--- src/rtl/wb_regfile.sv ---
// wb_regfile: MIPS write-back select plus 32x DATA_W register file with write-through read ports
// Ports: clk/rst (async active-high); ALUResult, ReadDataDM, MemToReg select WriteData;
// RegWrite/WriteRegister commit it; ReadRegister1/2 -> ReadData1/2 (combinational, bypassed);
// WriteCount counts committed writes (registered, wraps).
module wb_regfile #(
   parameter int DATA_W = 32,
   parameter int CNT_W  = 32
) (
   input  logic              clk,
   input  logic              rst,
   input  logic [DATA_W-1:0] ALUResult,
   input  logic [DATA_W-1:0] ReadDataDM,
   input  logic              MemToReg,
   input  logic              RegWrite,
   input  logic [4:0]        WriteRegister,
   input  logic [4:0]        ReadRegister1,
   input  logic [4:0]        ReadRegister2,
   output logic [DATA_W-1:0] ReadData1,
   output logic [DATA_W-1:0] ReadData2,
   output logic [DATA_W-1:0] WriteData,
   output logic [CNT_W-1:0]  WriteCount
);
   logic [DATA_W-1:0] regs_q [32];
   logic [CNT_W-1:0]  cnt_q, cnt_d;
   logic              we;
   assign WriteData  = MemToReg ? ReadDataDM : ALUResult;
   assign we         = RegWrite && (WriteRegister != 5'd0);
   assign cnt_d      = cnt_q + 1'b1;
   assign WriteCount = cnt_q;
   // index 0 is never written, so regs_q[0] stays 0; the explicit zero test also blocks bypass to r0
   assign ReadData1 = (ReadRegister1 == 5'd0) ? '0 :
                      (we && WriteRegister == ReadRegister1) ? WriteData : regs_q[ReadRegister1];
   assign ReadData2 = (ReadRegister2 == 5'd0) ? '0 :
                      (we && WriteRegister == ReadRegister2) ? WriteData : regs_q[ReadRegister2];
   always_ff @(posedge clk or posedge rst) begin
      if (rst) begin
         for (int i = 0; i < 32; i++) regs_q[i] <= '0;
         cnt_q <= '0;
      end else if (we) begin
         regs_q[WriteRegister] <= WriteData;
         cnt_q <= cnt_d;
      end
   end
endmodule

--- config.mk ---
export PLATFORM = sky130hd
export DESIGN_NAME = wb_regfile
export DESIGN_NICKNAME = d
export VERILOG_FILES = /design/src/rtl/wb_regfile.sv
export SDC_FILE = /design/constraint.sdc
export NUM_CORES = 2
export LEC_CHECK = 0
export ABC_CLOCK_PERIOD_IN_PS = 100900
export CORE_ASPECT_RATIO = 1.25
export CORE_UTILIZATION = 28
export CTS_BUF_LIST = sky130_fd_sc_hd__clkbuf_4 sky130_fd_sc_hd__clkbuf_8
export DETAILED_ROUTE_END_ITERATION = 12
export GPL_TIMING_DRIVEN = 0
export PLACE_DENSITY = 0.42
export RECOVER_POWER = 25
export SLEW_MARGIN = 20
export SYNTH_ARGS = -nofsm -noshare
export SYNTH_HDL_FRONTEND = slang
export SYNTH_SLANG_ARGS = --single-unit
--- constraint.sdc ---
create_clock -name clk -period 100.9 [get_ports clk]
set_input_delay 10.09 -clock clk [delete_from_list [all_inputs] [get_ports clk]]
set_output_delay 10.09 -clock clk [all_outputs]
set_load 0.05 [all_outputs]
==> flow_summary.json <==
{
  "remaining_drc_errors": 0,
  "layout_common_cells": "dfrtp_1 (1056), nand2_1 (709), o21ai_0 (674), nor2_1 (494), mux4_2 (450)",
  "final_util": 0.331,
  "cts_sinks": 1056,
  "worst_pin_slew_ns": 5.47,
  "post_cts_buffers": 0,
  "grt_pass1_wl_mm": 435,
  "tritoncts": "yes",
  "status": "finished, violations left",
  "fillerInstances": 19896,
  "drt-pass1-iter-count": 6,
  "htree_levels": 4,
  "fp.dieH_um": 497,
  "path_buf_inv": 5,
  "synth_edf_count": 0,
  "routed_wl_mm": 326,
  "numPortBuffers": 200,
  "seqCellArea_um2": 26400,
  "fin_skew_ns": 0.0536,
  "stdcell_area_um2": 64400,
  "top_layer_used": "met5",
  "synth.top_cell.area_share": 0.482,
  "drive_gt1_frac": 0.185,
  "place_congestion": 1.04,
  "ys.flop_type": "dfrtp_1",
  "multi_input_comb_area_um2": 25900,
  "dr_wl_met2_mm": 141,
  "peakVddDrop_mv": 0.00960,
  "crit_path_start_kind": "input port",
  "final_net_count": 5590,
  "antenna_found_initial": 28,
  "crit_chain": "clkdlybuf4s50_1 -> buf_2 -> buf_2 -> nand2b_1 -> clkbuf_1 -> o22ai_1 -> nor2_1 -> o21ai_0 -> a211oi_1 -> clkdlybuf4s50_1",
  "crit_path_top_delay_cell": "a211oi_1",
  "slew_headroom": -2.64,
  "finalCritPeriodShare": 0.262,
  "cp_max_fo": 11,
  "synth_nets": 5180,
  "syn_area_um2": 54800,
  "clk_pin_slew_worst_paths_ns": 0.06,
  "p_leak_nw": 26.9,
  "root_buffer": "clkbuf_8",
  "placed_cells": 7880,
  "endpoint_kind": "output pin",
  "setup_violations": 0,
  "yosysSeqAreaShare": 0.482,
  "ctsHoldBuffers": 0,
  "clock.fmax_mhz": 37.9,
  "ys_warn_count": 0,
  "fin_cells": 8220,
  "cap_viol_max_count": 8,
  "drtAntennaViolNets": 0,
  "wl_met3_mm": 31.0,
  "violations": "capacitance limit, slew limit",
  "ios": 211,
  "core_um2": 195000,
  "synth_largest_area_cell": "dfrtp_1",
  "chipWidth_um": 398,
  "post_cts_resized": 0,
  "ys_types": 63,
  "viasPerCell": 5.96,
  "grt_overflow_total": 0,
  "dpl_cell_area_um2": 60600,
  "cp.arrival_ns": 16.31,
  "hold_violations": 0,
  "clkLatencyLatePin_ns": 0.99,
  "dp_hpwl_mm": 239,
  "setup_tns_ns": 0,
  "grt_max_degree": 101,
  "rsz0062_at_grt": "no",
  "avgSynthCellArea_um2": 10.7,
  "fp.dieArea_um2": 197000,
  "syn_inst": 5096,
  "crit_required_ns": 90.81,
  "num_vias": 49031,
  "first_global_vias": 47614,
  "initial_core_util": 0.282,
  "final.min_clock_period_ns": 26.40,
  "max_stage_delay_ns": 1.05,
  "final_max_slew_viol_count": 670,
  "cts_buffers": 186,
  "drt-initial-drc-count": 6237,
  "ys_ff_latch": 1056,
  "track_usage": 0.328,
  "critPathKind": "in2out",
  "power_density_nw_per_um2": 21.4,
  "row_count": 181,
  "synthTopCellsByArea": "dfrtp_1 (48%), mux4_2 (19%), o21ai_0 (6.2%), nand2_1 (4.9%), a21oi_1 (3.8%)",
  "async_flop_share": 1.00,
  "area_growth_pct": 17.6,
  "layout.cells.most_common": "dfrtp_1",
  "cts_max_path_buffers": 3,
  "routedWlPerCell_um": 39.7,
  "routedLengthMet1_mm": 125,
  "power_w": 0.00138,
  "critPathTopFamily": "buffers and inverters",
  "min_path_type": "reg2reg"
}
[registers in the layout, summed over array words and instances, names as in the netlist]
name	count
regs_q	1024
WriteCount	32
[worst reg2reg max path: cells and delay by family, from the launching register on]
kind	cells	cell delay (ns)
AND/OR/NAND/NOR	3	0.78
AO/OA/AOI/OAI	1	0.63
XOR/XNOR	1	0.16
flip-flops	1	0.44
adder cells (fa/ha/maj)	1	0.21
[power by group]
part | switching (W) | internal [W]
sequential | 0.0000728 | 0.000511
clock | 0.000205 | 0.000238
combinational | 0.000211 | 0.000143
[routing by layer]
layer,vias up,track usage
li1,19348,-
met1,25594,0.404
met2,3130,0.485
met3,937,0.0909
met4,22,0.256
met5,-,0
[cells in the mapped netlist (13+ instances only)]
library cell / instances
dfrtp_1: 1056
a22oi_1: 92
nand2_1: 710
o21ai_0: 674
a21oi_1: 421
nor2_1: 509
buf_6: 16
a211oi_1: 44
clkbuf_1: 360
mux4_2: 450
nand3_1: 30
mux2i_1: 157
buf_2: 105
o22ai_1: 93
xnor2_1: 28
nand2b_1: 14
mux2_2: 13
buf_4: 39
nor3_1: 19
inv_1: 43
a221oi_1: 34
xor2_1: 13
a221o_1: 19
[layout make-up]
class,count,share of cell area
inverters,45,0.00264
clock inverters,36,0.00561
flip-flops and latches,1056,0.410
well taps,2562,0.0497
diodes,21,0.000815
clock buffers,283,0.0555
plain buffers,534,0.0381
repair buffers,222,0.0353
multi-input cells,3461,0.402
[final timing paths]
| path | cells after the start | start | end | slack [ns] |
|---|---|---|---|---|
| hold reg to reg | 1 | regs_q[995] | regs_q[995] | 0.48 |
| setup reg to reg | 6 | WriteCount[0] | WriteCount[24] | 98.60 |
| setup / recovery | 10 | ReadRegister1[1] | ReadData1[29] | 74.50 |
| min in group asynchronous | 2 | rst | regs_q[499] | 9.87 |
| max in group asynchronous | 4 | rst | regs_q[97] | 81.18 |
| hold / removal | 1 | regs_q[995] | regs_q[995] | 0.48 |
[per-stage QoR]
| step | setup WS, ns | hold slack [ns] |
|---|---|---|
| after global placement | 45.34 | 0.456 |
| after detailed placement | 74.85 | 0.467 |
| final | 74.50 | 0.479 |
| after global routing | 74.75 | 0.495 |
| after floorplan | 61.09 | 0.441 |
| after CTS | 74.83 | 0.483 |
[cells by family after synthesis]
| family | share of synthesized area |
|---|---|
| compound gates | 0.147 |
| xor+xnor | 0.00656 |
| fa+ha+maj | 0.000228 |
| buf+inv | 0.0474 |
| flops | 0.482 |
| mux | 0.216 |
| simple gates | 0.100 |
No activity file was read; power rests on OpenSTA's default activity.
